$ cat config.mk
export PLATFORM = sky130hd
export DESIGN_NAME = id_ex_stage
export DESIGN_NICKNAME = d
export VERILOG_FILES = /design/src/rtl/id_ex_stage.sv
export SDC_FILE = /design/constraint.sdc
export NUM_CORES = 2
export LEC_CHECK = 0
export CAP_MARGIN = 25
export CORE_MARGIN = 3
export CORE_UTILIZATION = 30
export CTS_CLUSTER_DIAMETER = 150
export CTS_CLUSTER_SIZE = 10
export DETAILED_ROUTE_END_ITERATION = 7
export SLEW_MARGIN = 0
export SYNTH_ARGS = -nofsm -noshare
export SYNTH_HDL_FRONTEND = slang
export SYNTH_SLANG_ARGS = --single-unit
$ cat constraint.sdc
create_clock -name clk -period 8.1 [get_ports clk]
set_clock_uncertainty 0.1 [all_clocks]
set_input_delay 2.43 -clock clk [delete_from_list [all_inputs] [get_ports clk]]
set_output_delay 2.43 -clock clk [all_outputs]
set_load 0.03 [all_outputs]
$ cat src/rtl/id_ex_stage.sv
// ---------------------------------------------------------------------------
// id_ex_stage
//   Decode / operand-fetch stage plus the ID/EX pipeline register that feeds
//   the vector ALU. Holds the 32 x 64 vector register file, reads rA/rB/rD
//   from the instruction in IF/ID, resolves BRANCH_EZ / BRANCH_NZ, detects
//   load-use hazards and registers instruction + operands for EX.
//
//   Bit numbering is big-endian throughout: instruction [0:31], data [0:DW-1].
//     [0:5] type  [6:10] rD  [11:15] rA  [16:20] rB  [24:25] WW
//     [26:31] ALU op  [16:31] imm
//
//   The register file is split into NUM_LANES slices of VEC_W bits. Each
//   slice is an id_ex_rf_lane instance, one per lane.
//
// Ports
//   clk, rst_n      rising-edge clock, asynchronous active-low reset
//   IF_ID_Instr     instruction from IF/ID            IF_ID_valid  slot live
//   WB_wr_en        write-back enable                 WB_rD        WB index
//   WB_data         write-back data
//   stall           comb: hold PC and IF/ID this cycle (load-use hazard)
//   branch_taken    comb: redirect fetch
//   branch_target   comb: IF_ID_Instr[16:31]
//   ID_EX_Instr     registered instruction (NOP_I when bubble)
//   ID_EX_rA/rB/rD  registered operand values
//   ID_EX_valid     registered: EX slot holds a real instruction
//
// Configuration
//   WB_BYPASS_EN    defined: a register read that hits the same-cycle
//                   write-back returns WB_data (write-first), including the
//                   rD value used for branch evaluation.
//                   undefined: reads return the pre-write contents.
// ---------------------------------------------------------------------------

// One VEC_W-bit slice of every register, with three combinational read ports.
module id_ex_rf_lane #(
    parameter int NREG  = 32,
    parameter int VEC_W = 16,
    parameter int AW    = $clog2(NREG)
) (
    input  logic             clk,
    input  logic             rst_n,
    input  logic             wb_wr_en,
    input  logic [0:AW-1]    wb_idx,
    input  logic [0:VEC_W-1] wb_data,
    input  logic [0:AW-1]    rd_idx_a,
    input  logic [0:AW-1]    rd_idx_b,
    input  logic [0:AW-1]    rd_idx_d,
    output logic [0:VEC_W-1] rd_a,
    output logic [0:VEC_W-1] rd_b,
    output logic [0:VEC_W-1] rd_d,
    output logic             rd_d_zero
);
    logic [0:VEC_W-1] mem_q [NREG];
    logic [0:VEC_W-1] mem_d [NREG];

    // Index 0 is an ordinary register: writes to it are kept.
    always_comb begin
        for (int i = 0; i < NREG; i++) mem_d[i] = mem_q[i];
        if (wb_wr_en) mem_d[wb_idx] = wb_data;
    end

    always_ff @(posedge clk or negedge rst_n) begin
        if (!rst_n) begin
            for (int i = 0; i < NREG; i++) mem_q[i] <= '0;
        end else begin
            for (int i = 0; i < NREG; i++) mem_q[i] <= mem_d[i];
        end
    end

    function automatic logic [0:VEC_W-1] rd_port(input logic [0:AW-1] idx);
`ifdef WB_BYPASS_EN
        if (wb_wr_en && (wb_idx == idx)) return wb_data;
`endif
        return mem_q[idx];
    endfunction

    assign rd_a      = rd_port(rd_idx_a);
    assign rd_b      = rd_port(rd_idx_b);
    assign rd_d      = rd_port(rd_idx_d);
    assign rd_d_zero = ~|rd_d;
endmodule

module id_ex_stage #(
    parameter int          NREG      = 32,
    parameter int          DW        = 64,
    parameter logic [0:31] NOP_I     = 32'hF000_0000,
    parameter int          NUM_LANES = 4
) (
    input  logic         clk,
    input  logic         rst_n,
    input  logic [0:31]  IF_ID_Instr,
    input  logic         IF_ID_valid,
    input  logic         WB_wr_en,
    input  logic [0:4]   WB_rD,
    input  logic [0:DW-1] WB_data,
    output logic         stall,
    output logic         branch_taken,
    output logic [0:15]  branch_target,
    output logic [0:31]  ID_EX_Instr,
    output logic [0:DW-1] ID_EX_rA,
    output logic [0:DW-1] ID_EX_rB,
    output logic [0:DW-1] ID_EX_rD,
    output logic         ID_EX_valid
);
    localparam int VEC_W = DW / NUM_LANES;

    localparam logic [0:5] T_LOAD      = 6'b100000;
    localparam logic [0:5] T_STORE     = 6'b100001;
    localparam logic [0:5] T_BRANCH_EZ = 6'b100010;
    localparam logic [0:5] T_BRANCH_NZ = 6'b100011;

    typedef struct packed {
        logic [0:31]   instr;
        logic [0:DW-1] ra;
        logic [0:DW-1] rb;
        logic [0:DW-1] rd;
        logic          valid;
    } id_ex_t;

    localparam id_ex_t BUBBLE = '{instr: NOP_I, ra: '0, rb: '0, rd: '0, valid: 1'b0};

    id_ex_t id_ex_q, id_ex_d;

    // Decode of the instruction sitting in IF/ID.
    logic [0:5] id_type;
    logic [0:4] rd_idx, ra_idx, rb_idx;
    assign id_type = IF_ID_Instr[0:5];
    assign rd_idx  = IF_ID_Instr[6:10];
    assign ra_idx  = IF_ID_Instr[11:15];
    assign rb_idx  = IF_ID_Instr[16:20];

    // Register file, one slice per lane.
    logic [0:NUM_LANES-1][0:VEC_W-1] wb_lanes;
    logic [0:NUM_LANES-1][0:VEC_W-1] ra_lanes, rb_lanes, rd_lanes;
    logic [0:NUM_LANES-1]            rd_zero_lanes;

    assign wb_lanes = WB_data;

    for (genvar g = 0; g < NUM_LANES; g++) begin : g_lane
        id_ex_rf_lane #(
            .NREG  (NREG),
            .VEC_W (VEC_W)
        ) u_lane (
            .clk       (clk),
            .rst_n     (rst_n),
            .wb_wr_en  (WB_wr_en),
            .wb_idx    (WB_rD),
            .wb_data   (wb_lanes[g]),
            .rd_idx_a  (ra_idx),
            .rd_idx_b  (rb_idx),
            .rd_idx_d  (rd_idx),
            .rd_a      (ra_lanes[g]),
            .rd_b      (rb_lanes[g]),
            .rd_d      (rd_lanes[g]),
            .rd_d_zero (rd_zero_lanes[g])
        );
    end

    logic [0:DW-1] ra_val, rb_val, rd_val;
    assign ra_val = ra_lanes;
    assign rb_val = rb_lanes;
    assign rd_val = rd_lanes;

    logic is_store, is_bez, is_bnz, is_branch, uses_rd;
    logic ex_is_load, hazard, issue, rd_zero;
    logic [0:4] ex_rd_idx;

    always_comb begin
        is_store   = (id_type == T_STORE);
        is_bez     = (id_type == T_BRANCH_EZ);
        is_bnz     = (id_type == T_BRANCH_NZ);
        is_branch  = is_bez | is_bnz;
        uses_rd    = is_store | is_branch;
        ex_rd_idx  = id_ex_q.instr[6:10];
        ex_is_load = id_ex_q.valid && (id_ex_q.instr[0:5] == T_LOAD);

        // The bubble inserted on a stall clears ex_is_load next cycle, so a
        // stall can never last longer than one cycle.
        hazard = IF_ID_valid && ex_is_load &&
                 ((ex_rd_idx == ra_idx) || (ex_rd_idx == rb_idx) ||
                  (uses_rd && (ex_rd_idx == rd_idx)));
        issue   = IF_ID_valid && !hazard;
        rd_zero = &rd_zero_lanes;

        // Branches resolve here and never occupy the EX slot.
        id_ex_d = BUBBLE;
        if (issue && !is_branch) begin
            id_ex_d = '{instr: IF_ID_Instr, ra: ra_val, rb: rb_val, rd: rd_val, valid: 1'b1};
        end
    end

    always_ff @(posedge clk or negedge rst_n) begin
        if (!rst_n) id_ex_q <= BUBBLE;
        else        id_ex_q <= id_ex_d;
    end

    assign stall         = hazard;
    assign branch_taken  = issue && ((is_bez && rd_zero) || (is_bnz && !rd_zero));
    assign branch_target = IF_ID_Instr[16:31];
    assign ID_EX_Instr   = id_ex_q.instr;
    assign ID_EX_rA      = id_ex_q.ra;
    assign ID_EX_rB      = id_ex_q.rb;
    assign ID_EX_rD      = id_ex_q.rd;
    assign ID_EX_valid   = id_ex_q.valid;
endmodule

After elaboration in Yosys (flattened, before gate mapping)
Index checks and enable logic that the tools add are counted.
{"block": "totals", "inputBits": 105, "register_bits": 2273, "word_cells": 219}
{"block": "classes", "bitwise": 6, "magnitude_cmp": 5, "n_reduce_logical": 25, "n_mux": 43, "n_eq_ne": 7}
{"operator": "$bwmux W512", "n": 4}
{"operator": "$bmux W16 S5", "n": 12}
{"operator": "$mux W16", "n": 25}
{"operator": "$mux W225", "n": 1}
{"operator": "$demux W16 S5", "n": 1}
{"operator": "$reduce_or A16 Y1", "n": 4}
{"operator": "$eq A6 B6 Y1 const B", "n": 4}
{"operator": "$ge A6 B6 Y1 const B", "n": 4}
{"operator": "$not A5 Y6", "n": 4}
{"operator": "$eq A5 B5 Y1", "n": 3}
{"operator": "$logic_and A1 B1 Y1", "n": 10}
{"operator": "$logic_not A1 Y1", "n": 7}
{"operator": "$lt A6 B1 Y1 const B", "n": 1}
{"operator": "$reduce_and A4 Y1", "n": 1}
{"operator": "$logic_or A1 B1 Y1", "n": 3}
{"operator": "$or A1 B1 Y1", "n": 2}

Longest topological paths before layout
{"block": "depth", "word_depth": 11, "ltp_mapped": 16, "mapped_depth_nobuf": 9}

Cells and area by module
A second synthesis with hierarchy kept.
{"block": "unflattened", "cells_unflattened": 8543, "area_unflattened_um2": 133394.2}
{"module": "id_ex_rf_lane", "area_each_um2": 31243.7, "seq_area_each_um2": 12812.3, "n_inst": 4, "cells_per_inst": 1935}
{"module": "id_ex_stage", "area_each_um2": 8419.3, "seq_area_each_um2": 5635.4, "n_inst": 1, "cells_per_inst": 803}

Least setup slack after synthesis
OpenSTA, ideal clock, no wires.
{"block": "synth_timing", "path_type": "input -> output", "startpoint": "in IF_ID_Instr[9] (netlist bit)", "endpoint": "out branch_taken", "t_arrival_ps": 5485, "setup_slack_ps": 85, "path_stages": 10, "required_time_ps": 5570, "cell_sequence": "buf_4 buf_1 mux4_2 mux4_2 a21oi_1 nand4_1 or4b_1 nor4_1 and4_1 mux2_1"}
{"block": "synth_via", "elab_chain_cells": 11}
{"element": "from (decl)", "line": "91", "text": "input logic [0:31] IF_ID_Instr,"}
{"element": "$not A5 Y6 (implied by the code)", "line": "74", "text": "return mem_q[idx];"}
{"element": "$bmux W16 S5", "line": "74"}
{"element": "$mux W16 (implied by the code) (2 in a row)", "line": "74"}
{"element": "$reduce_or A16 Y1", "line": "80", "text": "assign rd_d_zero = ~|rd_d;"}
{"element": "$logic_not A1 Y1", "line": "80"}
{"element": "$reduce_and A4 Y1", "line": "183", "text": "rd_zero = &rd_zero_lanes;"}
{"element": "$logic_not A1 Y1", "line": "198", "text": "assign branch_taken = issue && ((is_bez && rd_zero) || (is_bnz && !rd_zero));"}
{"element": "$logic_and A1 B1 Y1", "line": "198"}
{"element": "$logic_or A1 B1 Y1", "line": "198"}
{"element": "$logic_and A1 B1 Y1 *", "line": "198"}
{"element": "to (decl)", "line": "97", "text": "output logic branch_taken,"}
Mark *: on every way between the ends. The rest lies on a longest branch, timed or not. The select of a mux whose other input is x is not followed.

Final worst setup path
{"block": "layout_timing", "startpoint": "in IF_ID_Instr[10] (netlist bit)", "endpoint": "out branch_taken"}
Same word-level chain as after synthesis.

==> flow_summary.ini <==
[grt]
grt_max_degree = 184
use_met1_pct = 29.4
antenna_found_initial = 69
grt_pass1_wl_um = 721000
grt_usage_pct = 22.6
use_met2_pct = 34.8
met3_usage_pct = 5.78
top_usage_layer = met2
grt_pass1_vias = 90437
overflow = 0

[route]
vias = 87229
drc = 0
antenna_left = 0
firstDrtPassIters = 6
wire_per_inst_um = 35.5
wl_um = 509000
viasPerCell = 6.09
drt-initial-drc-count = 9923

[sta]
slew_headroom_pct = 21.7
setup_tns_ns = -0.652
finalMaxSlewViolations = 0
setup_ws_ns = -0.652
rsz0062_at_grt = yes
min_period_ns = 8.75
hold_viol_final = 0
fmax_mhz = 114
min_period_over_period_pct = 108
setup_viol = 1
worst_pin_slew_ns = 1.17

[setup_path]
crit_required_ns = 5.57
slowest_stage = or4b_4
crit_type = in -> out
worstPathArrival_ns = 6.22
crit_chain = buf_16, buf_16, buf_4, mux4_2, mux4_2, a21oi_4, nand4_1, or4b_4, nor4_4, and4_4, mux2_4, buf_6
start_kind = primary input
worstPathMaxFanout = 6
slowest_delay_ns = 0.66
setup.worst_path.end_class = output port

[power_and_ir_drop]
p_leak_nw = 63.0
clockPowerShare_pct = 30.3
finalPower_mw = 36.1
power.internal_mw = 25.1
combPwrFrac_pct = 26.6
vdd_drop_max_mv = 0.157
power_density_nw_per_um2 = 236
seq_power_share_pct = 43.1
swShare_pct = 30.4
power_switching_mw = 11.0

[layout]
fin_cells = 14331
layout-drive-gt1-share_pct = 57.2
layout.nets = 8611
syn2layout_area_growth_pct = 16.9
n_fill_cell = 41004
multi_input_area_um2 = 70700
seq_area_um2 = 56900

[hold_path]
hold_path.class = reg -> reg

[floorplan]
io_pins = 348
die_y_um = 667
fp.dieArea_um2 = 445000
die_width_um = 667
initial_core_util_pct = 30.1
row_count = 242
coreArea_um2 = 435000

[clocking]
h-tree-depth = 5
clkTransAtPathRegs_ns = 0.05
ctsHoldBuffers = 0
cts_buffer_depth = 4
cts_tree = built
cts_sinks = 2273
cts-root-buf = clkbuf_16
numCtsBuffers = 267
clk_latency_ns = 0.91

[synth]
synth-seq-area-share_pct = 43.4
synth.avg_cell_area_um2 = 16.1
syn_nets = 8250
ys_ff_latch = 2273
synth_top_area_cell = dfrtp_1
synth_fa_ha_area_share_pct = 0
synthCells = 8145
synth-edff-count = 0
yosys_warnings = 0
synthFlopType = dfrtp_1
async_flop_share_pct = 100
synth_xor_area_share_pct = 0.100
syn_area_um2 = 131000
synth_compound_area_share_pct = 1.58
synth_top_area_share_pct = 43.3
yosys.area_share.simple_pct = 1.75
synth_area_leaders = dfrtp_1 43%, mux4_2 30%, mux2_2 18%
synth.distinct_cells = 66
muxShareOfSynthArea_pct = 50.1
synth_top_family_by_area = multiplexers

[status]
status = finished, violations left
violations = setup timing

[place]
place_inst = 13913
numPortBuffers = 347
place_ws_ns = -1.64
place_hpwl_um = 313000
gp_congestion = 0.868

[flow_run]
cap_violations = 0
==> cell type report <==
type,instances,area share (%)
timing repair buffer,1018,7.22
tap,5734,4.69
multi-input combinational,4939,46.2
inverter,7,0.0253
antenna,59,0.0964
clock buffer,279,4.46
clock inverter,22,0.199
sequential,2273,37.1
==> registers in the layout, indices dropped and copies added, names as in the netlist <==
register	cells
ID_EX_rD	64
g_lane.u_lane.mem_q	2048
ID_EX_valid	1
ID_EX_Instr	32
ID_EX_rB	64
ID_EX_rA	64
==> layout by cell type (no fill, tap or decap), drive strengths merged, types with 5 or more instances in the layout <==
master / instances
dfrtp: 2269
mux2: 2055
mux4: 1756
buf: 665
clkdlybuf4s50: 329
clkbuf: 303
mux2i: 300
nor2: 240
nand2: 114
diode: 59
a21oi: 58
and2: 52
o21ai: 40
o22ai: 38
a22oi: 34
o221ai: 30
nand3: 26
inv: 20
nor3: 16
nor2b: 15
a32oi: 14
a31oi: 13
a221oi: 13
nand2b: 11
a211oi: 10
nand4: 9
clkinv: 9
xor2: 8
xnor2: 7
o211ai: 6
and3: 6
or2: 5
==> worst max-delay path, delay by kind of cell <==
| kind | cells | cell delay (ns) |
|---|---|---|
| mux | 3 | 1.34 |
| buf+inv | 4 | 0.62 |
| simple gates | 4 | 1.52 |
| compound gates | 1 | 0.26 |
==> metrics by stage <==
stage / cell area (um2) / hold WS, ns / util (%)
after global routing: 153000 / 0.459 / 35.2
after detailed placement: 144000 / 0.430 / 33.2
after floorplan: 131000 / 0.408 / -
final: 153000 / 0.440 / 35.2
after CTS: 152000 / 0.443 / 34.9
after global placement: 144000 / 0.418 / 33.2
==> path summary, 6_finish.rpt <==
check / start / to / slack (ns) / depth (start not counted)
max reg2reg: ID_EX_Instr[9]$_DFF_PN0_ / ID_EX_rA[58]$_DFF_PN0_ / 3.93 / 13
max: IF_ID_Instr[10] / branch_taken / -0.65 / 12
min: g_lane[0].u_lane.mem_q[209]$_DFFE_PN0P_ / g_lane[0].u_lane.mem_q[209]$_DFFE_PN0P_ / 0.44 / 1
max in group asynchronous: rst_n / ID_EX_rD[43]$_DFF_PN0_ / 4.72 / 2
min reg2reg: g_lane[0].u_lane.mem_q[209]$_DFFE_PN0P_ / g_lane[0].u_lane.mem_q[209]$_DFFE_PN0P_ / 0.44 / 1
min in group asynchronous: rst_n / g_lane[3].u_lane.mem_q[427]$_DFFE_PN0P_ / 1.48 / 1
==> power by group through the flow <==
stage               clock [mW]  combinational [mW]  sequential [mW]
finish                    10.9                9.62             15.6
global route              11.6                10.1             15.9
CTS                       11.2                9.56             15.5
detailed placement           0                9.49             15.7
global placement             0                9.33             15.5
floorplan                    0                6.33             15.2
==> cells by family (layout without fill, tap and decap cells) <==
group / count (synthesis) / after routing
muxes: 4111 / 4111
buffers and inverters: 933 / 1326
xor gates and xnor gates: 15 / 15
AOI/OAI and AO/OA: 300 / 300
DFF: 2273 / 2273
and+or+nand+nor: 513 / 513
other: 0 / 59
==> repair_timing <==
action | 4_1_cts | 5_1_grt
endpoints found under the hold margin | 0 | 0
gates cloned | 0 | 2
pin swaps | 10 | 10
resized for setup | 45 | 32
setup buffers | 10 | 16
endpoints found under the setup margin | 1 | 1
==> layer usage <==
metal | wire length, um | part of all wire, %
met1 | 196000 | 38
met5 | 134 | 0.026
met2 | 233000 | 46
met4 | 29700 | 5.8
met3 | 50400 | 9.9
==> cell usage after synthesis, types with 38 or more instances <==
cell type / number
and2_1: 52
mux2_2: 2054
buf_4: 48
buf_1: 115
buf_2: 66
nor2_1: 240
dfrtp_1: 2269
nand2_1: 114
mux4_2: 1756
clkbuf_1: 673
mux2i_1: 300
o22ai_1: 38
a21oi_1: 58
Note: power is estimated with default switching activity, not from simulation.
